File: src/rtl/hazard_scoreboard_if.sv
// Decode-side handshake between the ID stage, the pipeline controller and the
// hazard scoreboard. The master is the pipeline (decode fields, flush, memory
// ready); the slave is the scoreboard (stall request, forwarding selects).
interface hazard_scoreboard_if;
    logic        id_valid;
    logic [4:0]  id_rs1;
    logic [4:0]  id_rs2;
    logic        id_rs1_used;
    logic        id_rs2_used;
    logic [4:0]  id_rd;
    logic        id_rd_write;
    logic        id_is_load;
    logic        flush;
    logic        mem_ready;
    logic        want_stall;
    logic [1:0]  fwd_rs1_sel;
    logic [1:0]  fwd_rs2_sel;
    logic [31:0] stall_count;

    modport master (
        output id_valid, id_rs1, id_rs2, id_rs1_used, id_rs2_used,
               id_rd, id_rd_write, id_is_load, flush, mem_ready,
        input  want_stall, fwd_rs1_sel, fwd_rs2_sel, stall_count
    );

    modport slave (
        input  id_valid, id_rs1, id_rs2, id_rs1_used, id_rs2_used,
               id_rd, id_rd_write, id_is_load, flush, mem_ready,
        output want_stall, fwd_rs1_sel, fwd_rs2_sel, stall_count
    );
endinterface

File: src/rtl/hazard_scoreboard.sv
// Hazard scoreboard: tracks in-flight register writes from EX (slot 0) to WB
// (slot DEPTH-1), requests decode stalls on load-use hazards (or on every RAW
// hazard when forwarding is disabled), freezes on data-memory busy and picks
// operand forwarding sources for EX.
module hazard_scoreboard #(
    parameter int DEPTH      = 3,   // 2..3 in-flight slots
    parameter int FWD_ENABLE = 1,
    parameter int RF_BYPASS  = 1
) (
    input  logic               i_clk,
    input  logic               i_rst,
    hazard_scoreboard_if.slave io_sb
);

    logic [DEPTH-1:0] r_valid;
    logic [DEPTH-1:0] r_load;
    logic [4:0]       r_rd [DEPTH];
    logic [31:0]      r_stall_count;

    logic [DEPTH-1:0] w_match1;
    logic [DEPTH-1:0] w_match2;
    logic             w_haz1;
    logic             w_haz2;
    logic             w_stall;
    logic             w_insert;
    logic [1:0]       w_sel1;
    logic [1:0]       w_sel2;

    // A source only hazards against the WB slot when the regfile cannot bypass
    // a same-cycle write; with forwarding, only a load sitting in EX hazards.
    function automatic logic f_hazard(input logic [DEPTH-1:0] m, input logic load0);
        logic h;
        h = 1'b0;
        if (FWD_ENABLE != 0)
            h = m[0] && load0;
        else
            h = |m[DEPTH-2:0];
        if (RF_BYPASS == 0)
            h = h || m[DEPTH-1];
        return h;
    endfunction

    // Youngest producer wins; a load still in EX has no result to forward.
    function automatic logic [1:0] f_sel(input logic [DEPTH-1:0] m, input logic load0,
                                         input logic haz);
        logic [1:0] s;
        s = 2'd0;
        if (FWD_ENABLE != 0 && !haz) begin
            if (m[0])
                s = load0 ? 2'd0 : 2'd1;
            else if (DEPTH == 3 && m[1])
                s = 2'd2;
        end
        return s;
    endfunction

    // Per-slot source match; x0 and unused operands never match.
    genvar gi;
    generate
        for (gi = 0; gi < DEPTH; gi++) begin : g_match
            assign w_match1[gi] = r_valid[gi] && (r_rd[gi] == io_sb.id_rs1) &&
                                  (io_sb.id_rs1 != 5'd0) && io_sb.id_rs1_used;
            assign w_match2[gi] = r_valid[gi] && (r_rd[gi] == io_sb.id_rs2) &&
                                  (io_sb.id_rs2 != 5'd0) && io_sb.id_rs2_used;
        end
    endgenerate

    assign w_haz1   = io_sb.id_valid && f_hazard(w_match1, r_load[0]);
    assign w_haz2   = io_sb.id_valid && f_hazard(w_match2, r_load[0]);
    assign w_stall  = !io_sb.mem_ready || w_haz1 || w_haz2;
    assign w_sel1   = f_sel(w_match1, r_load[0], w_haz1);
    assign w_sel2   = f_sel(w_match2, r_load[0], w_haz2);

    // Only real, non-killed, non-stalled writers to a non-zero register are tracked.
    assign w_insert = io_sb.id_valid && io_sb.id_rd_write && (io_sb.id_rd != 5'd0) &&
                      !io_sb.flush && !w_stall;

    // Outputs are held quiet while reset is asserted.
    assign io_sb.want_stall  = !i_rst && w_stall;
    assign io_sb.fwd_rs1_sel = i_rst ? 2'd0 : w_sel1;
    assign io_sb.fwd_rs2_sel = i_rst ? 2'd0 : w_sel2;
    assign io_sb.stall_count = r_stall_count;

    // Slot pipeline advance/freeze and saturating stall-cycle counter.
    always_ff @(posedge i_clk) begin
        if (i_rst) begin
            r_valid       <= '0;
            r_load        <= '0;
            r_stall_count <= '0;
            for (int i = 0; i < DEPTH; i++)
                r_rd[i] <= 5'd0;
        end else begin
            if (w_stall && r_stall_count != '1)
                r_stall_count <= r_stall_count + 32'd1;
            if (io_sb.mem_ready) begin
                for (int i = 1; i < DEPTH; i++) begin
                    r_valid[i] <= r_valid[i-1];
                    r_load[i]  <= r_load[i-1];
                    r_rd[i]    <= r_rd[i-1];
                end
                r_valid[0] <= w_insert;
                r_load[0]  <= w_insert && io_sb.id_is_load;
                r_rd[0]    <= io_sb.id_rd;
            end
        end
    end

endmodule
File: src/flat_wrapper.sv
// flat-port wrapper written by rule: the top's interface ports become plain ports
module hazard_scoreboard_flat 
#(
    parameter int DEPTH      = 3,                          
    parameter int FWD_ENABLE = 1,
    parameter int RF_BYPASS  = 1
)
  (i_clk, i_rst, io_sb_id_valid, io_sb_id_rs1, io_sb_id_rs2, io_sb_id_rs1_used, io_sb_id_rs2_used, io_sb_id_rd, io_sb_id_rd_write, io_sb_id_is_load, io_sb_flush, io_sb_mem_ready, io_sb_want_stall, io_sb_fwd_rs1_sel, io_sb_fwd_rs2_sel, io_sb_stall_count);
  hazard_scoreboard_if io_sb_i ();
  input  logic i_clk;
  input  logic i_rst;
  input wire logic [$bits(io_sb_i.id_valid)-1:0] io_sb_id_valid;
  input wire logic [$bits(io_sb_i.id_rs1)-1:0] io_sb_id_rs1;
  input wire logic [$bits(io_sb_i.id_rs2)-1:0] io_sb_id_rs2;
  input wire logic [$bits(io_sb_i.id_rs1_used)-1:0] io_sb_id_rs1_used;
  input wire logic [$bits(io_sb_i.id_rs2_used)-1:0] io_sb_id_rs2_used;
  input wire logic [$bits(io_sb_i.id_rd)-1:0] io_sb_id_rd;
  input wire logic [$bits(io_sb_i.id_rd_write)-1:0] io_sb_id_rd_write;
  input wire logic [$bits(io_sb_i.id_is_load)-1:0] io_sb_id_is_load;
  input wire logic [$bits(io_sb_i.flush)-1:0] io_sb_flush;
  input wire logic [$bits(io_sb_i.mem_ready)-1:0] io_sb_mem_ready;
  output wire logic [$bits(io_sb_i.want_stall)-1:0] io_sb_want_stall;
  output wire logic [$bits(io_sb_i.fwd_rs1_sel)-1:0] io_sb_fwd_rs1_sel;
  output wire logic [$bits(io_sb_i.fwd_rs2_sel)-1:0] io_sb_fwd_rs2_sel;
  output wire logic [$bits(io_sb_i.stall_count)-1:0] io_sb_stall_count;
  assign io_sb_i.id_valid = io_sb_id_valid;
  assign io_sb_i.id_rs1 = io_sb_id_rs1;
  assign io_sb_i.id_rs2 = io_sb_id_rs2;
  assign io_sb_i.id_rs1_used = io_sb_id_rs1_used;
  assign io_sb_i.id_rs2_used = io_sb_id_rs2_used;
  assign io_sb_i.id_rd = io_sb_id_rd;
  assign io_sb_i.id_rd_write = io_sb_id_rd_write;
  assign io_sb_i.id_is_load = io_sb_id_is_load;
  assign io_sb_i.flush = io_sb_flush;
  assign io_sb_i.mem_ready = io_sb_mem_ready;
  assign io_sb_want_stall = io_sb_i.want_stall;
  assign io_sb_fwd_rs1_sel = io_sb_i.fwd_rs1_sel;
  assign io_sb_fwd_rs2_sel = io_sb_i.fwd_rs2_sel;
  assign io_sb_stall_count = io_sb_i.stall_count;
  hazard_scoreboard #(.DEPTH(DEPTH), .FWD_ENABLE(FWD_ENABLE), .RF_BYPASS(RF_BYPASS)) u_core (.i_clk(i_clk), .i_rst(i_rst), .io_sb(io_sb_i));
endmodule
File: config.mk
export PLATFORM = sky130hd
export DESIGN_NAME = hazard_scoreboard_flat
export DESIGN_NICKNAME = d
export VERILOG_FILES = /design/src/rtl/hazard_scoreboard_if.sv /design/src/rtl/hazard_scoreboard.sv /design/src/flat_wrapper.sv
export SDC_FILE = /design/constraint.sdc
export NUM_CORES = 1
export LEC_CHECK = 0
export ABC_AREA = 0
export CAP_MARGIN = 10
export CORE_MARGIN = 2
export CORE_UTILIZATION = 50
export CTS_BUF_LIST = sky130_fd_sc_hd__clkbuf_4
export CTS_CLUSTER_DIAMETER = 30
export DETAILED_ROUTE_END_ITERATION = 7
export PLACE_DENSITY = 0.81
export RECOVER_POWER = 25
export SLEW_MARGIN = 15
export SYNTH_ARGS = -nofsm -noshare
export SYNTH_HDL_FRONTEND = slang
export SYNTH_SLANG_ARGS = --single-unit
File: constraint.sdc
create_clock -name i_clk -period 2.8 [get_ports i_clk]
set_input_delay 0.7 -clock i_clk [delete_from_list [all_inputs] [get_ports i_clk]]
set_output_delay 0.7 -clock i_clk [all_outputs]
set_load 0.01 [all_outputs]
* After elaboration in Yosys (flattened, before gate mapping)
Memories as Yosys holds them, arrays and structs flattened. Index checks and enable logic that the tools add are counted.
Word-level totals: bits in registers 35, memories kept 1, bits in writable memories 15, output and inout bits 37
Cells by class: mux-type cells 17, add/subtract/negate cells 1, bitwise logic cells 3, reductions and logical operators 32, eq/ne operators 5
Memory list:
- u_core.r_rd | words 3, bits a word 5, rd ports 2, clocked after Yosys merged registers in 0, write ports 3, line hazard_scoreboard.sv:17 | logic [4:0] r_rd [DEPTH];
Operator list (count):
- $add 32x1->32 const B | 1
- $ne 32x32->1 const B | 1
- $logic_and 1x1->1 | 23
- $eq 5x5->1 | 4
- $mux 2 | 8
- $mux 5 | 3
- $reduce_bool 5->1 | 3
- $mux 1 | 6
- $logic_not 1->1 | 4
- $or 1x1->1 | 3
- $logic_or 1x1->1 | 2

* Longest topological paths before layout
Gate-level depths: netlist of run 1. An unclocked memory read counts as a cell.
depth after elaboration 12, gate-level depth with buffers 9

* Least setup slack after synthesis of run 1
No wires, ideal clock.
kind input port to flip-flop, start point in io_sb_id_rs1[0], end point reg u_core.r_stall_count[4], in the netlist u_core.io_sb.stall_count[4], arrival 2.370 ns, setup slack 0.302 ns, stages on the path 9, path through or4_4 > o21ai_2 > nor3_2 > or3b_1 > buf_6 > buf_8 > nand4_1 > xor2_1 > nor2_1
Between the ends: cells in the longest elaborated chain, start to end 9, elaborated cells on any way between the ends 10, those cells by class eq/ne: 1; reduce/logical: 9
RTL lines:
- start, declared | line flat_wrapper.sv:13 | input wire logic [$bits(io_sb_i.id_rs1)-1:0] io_sb_id_rs1;
- $eq 5x5->1 | line hazard_scoreboard.sv:61 | assign w_match1[gi] = r_valid[gi] && (r_rd[gi] == io_sb.id_rs1) &&
- $logic_and 1x1->1 | line hazard_scoreboard.sv:61
- $logic_and 1x1->1 (*) | line hazard_scoreboard.sv:61
- $logic_and 1x1->1 (*) | line hazard_scoreboard.sv:62 | (io_sb.id_rs1 != 5'd0) && io_sb.id_rs1_used;
- $logic_and 1x1->1 (*) | line hazard_scoreboard.sv:35 | h = m[0] && load0;
- $logic_and 1x1->1 (*) | line hazard_scoreboard.sv:68 | assign w_haz1 = io_sb.id_valid && f_hazard(w_match1, r_load[0]);
- $logic_or 1x1->1 (*) (2 in a row) | line hazard_scoreboard.sv:70 | assign w_stall = !io_sb.mem_ready || w_haz1 || w_haz2;
- $logic_and 1x1->1 (*) | line hazard_scoreboard.sv:93 | if (w_stall && r_stall_count != '1)
- end signal, assigned | line hazard_scoreboard.sv:94 | r_stall_count <= r_stall_count + 32'd1;
- end, declared | line hazard_scoreboard.sv:18 | logic [31:0] r_stall_count;
Every way passes the cells marked *; elsewhere a longest branch is shown, timed or not. A chain may end at the register's enable or synchronous reset.

* Final worst setup path of run 1
start point in io_sb_id_rs2[0], end point out io_sb_want_stall
Between the ends: cells in the longest elaborated chain, start to end 8, elaborated cells on any way between the ends 9, those cells by class eq/ne: 1; reduce/logical: 8
RTL lines:
- start, declared | line flat_wrapper.sv:14 | input wire logic [$bits(io_sb_i.id_rs2)-1:0] io_sb_id_rs2;
- $eq 5x5->1 | line hazard_scoreboard.sv:63 | assign w_match2[gi] = r_valid[gi] && (r_rd[gi] == io_sb.id_rs2) &&
- $logic_and 1x1->1 | line hazard_scoreboard.sv:63
- $logic_and 1x1->1 (*) | line hazard_scoreboard.sv:63
- $logic_and 1x1->1 (*) | line hazard_scoreboard.sv:64 | (io_sb.id_rs2 != 5'd0) && io_sb.id_rs2_used;
- $logic_and 1x1->1 (*) | line hazard_scoreboard.sv:35
- $logic_and 1x1->1 (*) | line hazard_scoreboard.sv:69 | assign w_haz2 = io_sb.id_valid && f_hazard(w_match2, r_load[0]);
- $logic_or 1x1->1 (*) | line hazard_scoreboard.sv:70
- $logic_and 1x1->1 (*) | line hazard_scoreboard.sv:79 | assign io_sb.want_stall = !i_rst && w_stall;
- end, declared | line flat_wrapper.sv:22 | output wire logic [$bits(io_sb_i.want_stall)-1:0] io_sb_want_stall;
Marked as above.

==> results.ini, run 1 <==
[run_status]
run_status=completed

[global_routing]
grt_max_degree=24
grt_overflow_total=0
number_of_global_route_vias_before_repair=2120
antenna_found_initial=0
first_pass_grt_wire_length_um=9720
groute.usage.overall=0.232

[timing]
drv_slew=0
rsz0062_at_grt=false
fin_crit_sh=0.978
final_setup_fails=0
final-hold-violation-count=0
final.hold.worst_slack_ns=0.507
final_clock_skew_ns=0.0106
final.setup.worst_slack_ns=0.0605
tightestPinTransition_ns=0.691
timing.final.crit_period_ns=2.74
timing.slew.headroom=0.539
max_freq_mhz=365

[detailed_routing]
drt_iter0_drc=113
via_per_inst=5.40
final_antenna_net_count=0
wl_per_cell_um=14.3
drt_drc_violations_left=0
first_pass_iters=4
totalWireLength_um=5940
vias=2239

[floorplanning]
fp.dieArea_um2=5450
die_height_um=73.9
io_pins=61
die_x_um=73.9
rows=25
placeableCoreArea_um2=4720
initial_utilization=0.517

[setup_path]
worst_setup_path_endpoint=io_sb_want_stall
setup.worst_path.start=io_sb_id_rs2[0]
path_buf_inv=2
crit_type=input pin to primary output
crit_path_max_incr_delay_ns=0.45
crit_chain=dlygate4sd2_1, or4_4, o21ai_4, nor3_4, o21bai_4, a21oi_2, buf_2
critPathCaptureType=primary output
regToRegEndpoint=u_core.io_sb.stall_count[14]$_SDFFE_PP0P_
worst-path-max-fanout=4
crit_reg_reg_startpoint=u_core.r_rd[0][4]$_SDFFCE_PN0P_
worstPathArrival_ns=2.04
required_ns=2.10
startpoint_type=input pin
cpMaxStageDelayCell=or4_4
worst_r2r_path_depth=8
cp_top_family=simple AND/OR/NAND/NOR gates
reg2reg_setup_slack_ns=0.39
timing.critical_path.depth=7

[synth]
synth_async_sr_flop_share=0
synth.area.mux_share=0.00872
yosys.area_share.simple=0.295
yosys_most_used_dff=dfxtp_1
synth_enable_flop_cells=10
main_combinational_cell_family_by_area_after_synthesis=simple AND/OR/NAND/NOR gates
post_synthesis_mean_instance_area_um2=9.14
ys_types=46
synth_xor_xnor_area_share=0.136
synth-seq-cells=45
synth-adder-area-share=0.00513
synth_fp_nets=292
yosys_warnings=0
synth.cell_area_um2=2440
share_of_the_synthesized_area_in_compound_gates_ao_oa_aoi_oai=0.117
post_synthesis_sequential_area_ratio=0.410
syn_inst=267

[power]
power.switching_mw=0.293
worst_ir_drop_vdd_v=0.000193
clock_power_share=0.262
sequential_cell_fraction_of_total_power=0.609
internal_power_mw=0.845
power_density_nw_per_um2=344
p_sw_frac=0.258
power_leakage_nw=1.17
pwr-share-comb=0.129

[clock_tree]
worstSkewPairLatency_ns=0.36
clkSlewWorstSetupHoldPaths_ns=0.12
root_buffer=clkbuf_4
holdBufCountCts=0
htree_num_levels=2
tritoncts.num_buffers=5
clock_sink_count=45
cts.path.max_buffers=2
cts_tree=yes

[cells_and_area]
insertedDiodeCount=0
synthToLayoutAreaGrowth_pct=35.7
layout-drive-gt1-share=0.181
num-nets-final=372

[placed_design]
buffer_ports.inserted=60
post-place-ws_ns=-0.694
gpl.final_weighted_congestion=0.871
dp.final_hpwl_um=4430

[worst_hold_path]
worstHoldPathType=register to register

[job]
max_cap_viol_count=0

==> repair_timing <==
item / 4_1_cts / 5_1_grt
pin swaps: 13 / 8
setup endpoints to repair: 5 / 3
setup buffers: 2 / 0
resized for setup: 54 / 6
==> power by group through the flow <==
stage                     logic (mW)  clock network, mW  registers, mW
after detailed placement       0.142                  0          0.707
after CTS                      0.148              0.308          0.693
after global placement         0.137                  0          0.706
after global routing           0.158              0.327          0.695
after floorplan               0.0665                  0          0.704
final                          0.146              0.298          0.693
==> worst min-delay path, cell delays in order, from the launching register on <==
cell	delay, ns
dfxtp_1	0.35
mux2i_1	0.06
nor2_1	0.07
==> registers in the layout, summed over array words and instances (netlist names) <==
register and cells:
u_core.r_rd 10, u_core.r_valid 2, u_core.r_load 1, u_core.io_sb.stall_count 32
==> synth_stat cells (2+ instances only) <==
library cell | number | share of area
a2111oi_0 | 2 | 0.0072
a21oi_1 | 16 | 0.033
a31o_2 | 2 | 0.0072
and2_1 | 12 | 0.031
and4_1 | 2 | 0.0072
clkbuf_1 | 6 | 0.0092
dfxtp_1 | 35 | 0.29
edfxtp_1 | 10 | 0.12
inv_1 | 5 | 0.0077
nand2_1 | 16 | 0.025
nand2b_1 | 2 | 0.0051
nand3_1 | 19 | 0.039
nand3_2 | 3 | 0.012
nand3b_1 | 2 | 0.0062
nand4_1 | 11 | 0.028
nor2_1 | 27 | 0.042
nor2b_1 | 3 | 0.0077
nor3_1 | 7 | 0.014
nor3_2 | 2 | 0.0082
nor3b_1 | 2 | 0.0062
nor4_1 | 2 | 0.0051
o21ai_0 | 7 | 0.014
o21ai_2 | 2 | 0.0072
o31ai_1 | 3 | 0.0092
or3_1 | 8 | 0.021
or4_1 | 5 | 0.015
xnor2_1 | 18 | 0.065
xor2_1 | 20 | 0.072
==> placed cells by master (no fill, tap or decap), drive strengths merged, types with 2 or more instances in the layout <==
| master | n |
|---|---|
| o21ai | 9 |
| clkinv | 3 |
| o31ai | 3 |
| dlygate4sd2 | 3 |
| nand2b | 2 |
| nand3b | 3 |
| or4 | 6 |
| and4 | 2 |
| nor2b | 3 |
| inv | 5 |
| nor3 | 9 |
| nor2 | 27 |
| xor2 | 20 |
| dfxtp | 35 |
| or3 | 9 |
| a21oi | 17 |
| buf | 28 |
| clkdlybuf4s15 | 2 |
| xnor2 | 18 |
| clkdlybuf4s50 | 35 |
| nor3b | 2 |
| a31o | 2 |
| nor4 | 2 |
| and2 | 12 |
| nand2 | 16 |
| nand3 | 22 |
| edfxtp | 10 |
| a2111oi | 2 |
| dlygate4sd3 | 10 |
| clkbuf | 8 |
| nand4 | 11 |
| a211oi | 2 |
==> stage by stage <==
step                      utilization  instances  setup TNS, ns  cell area, µm²  total power [mW]
after detailed placement        0.684        405         -10.19            3230             0.849
after floorplan                     -        267              0            2440             0.770
after global placement          0.684        405          -8.12            3230             0.844
after CTS                       0.704        415              0            3320              1.15
after global routing            0.701        415              0            3310              1.18
final                           0.701        415              0            3310              1.14
==> per-layer routing <==
metal,GRT usage,up-vias,share of wire,wire (µm)
li1,-,1124,-,-
met1,0.287,1045,0.44,2640
met2,0.388,55,0.48,2870
met3,0.0535,15,0.048,283
met4,0.0909,0,0.025,150
met5,0,-,0,0
==> layout make-up <==
cell class                      count  area (µm²)
Multi-Input combinational cell    209        1450
Fill cell                         368        1410
Sequential cell                    45        1000
Timing Repair Buffer               81         711
Tap cell                           67        83.8
Clock buffer                        5        37.5
Inverter                            5        18.8
Clock inverter                      3        12.5
==> cells by family after synthesis <==
family / count (synthesis)
compound gates: 39
xor+xnor: 38
fa+ha+maj: 1
buf+inv: 13
flops: 45
mux: 2
simple gates: 129
==> worst min path at each step <==
stage	start	cells after the start	to	slack, ns
finish	u_core.r_valid[1]$_SDFFE_PP0P_	2	u_core.r_valid[1]$_SDFFE_PP0P_	0.51
global route	u_core.io_sb.stall_count[12]$_SDFFE_PP0P_	2	u_core.io_sb.stall_count[12]$_SDFFE_PP0P_	0.55
CTS	u_core.r_valid[1]$_SDFFE_PP0P_	2	u_core.r_valid[1]$_SDFFE_PP0P_	0.51
detailed placement	u_core.r_valid[1]$_SDFFE_PP0P_	2	u_core.r_valid[1]$_SDFFE_PP0P_	0.48
global placement	u_core.r_valid[1]$_SDFFE_PP0P_	2	u_core.r_valid[1]$_SDFFE_PP0P_	0.47
floorplan	u_core.r_valid[1]$_SDFFE_PP0P_	2	u_core.r_valid[1]$_SDFFE_PP0P_	0.45
Note: power is estimated with default switching activity, not from simulation.
==> run 2, diff against run 1 <==
- ABC_CLOCK_PERIOD_IN_PS: default -> 2800
==> results of run 2 <==
No change in the layout: final DEF, timing and power equal those of run 1.
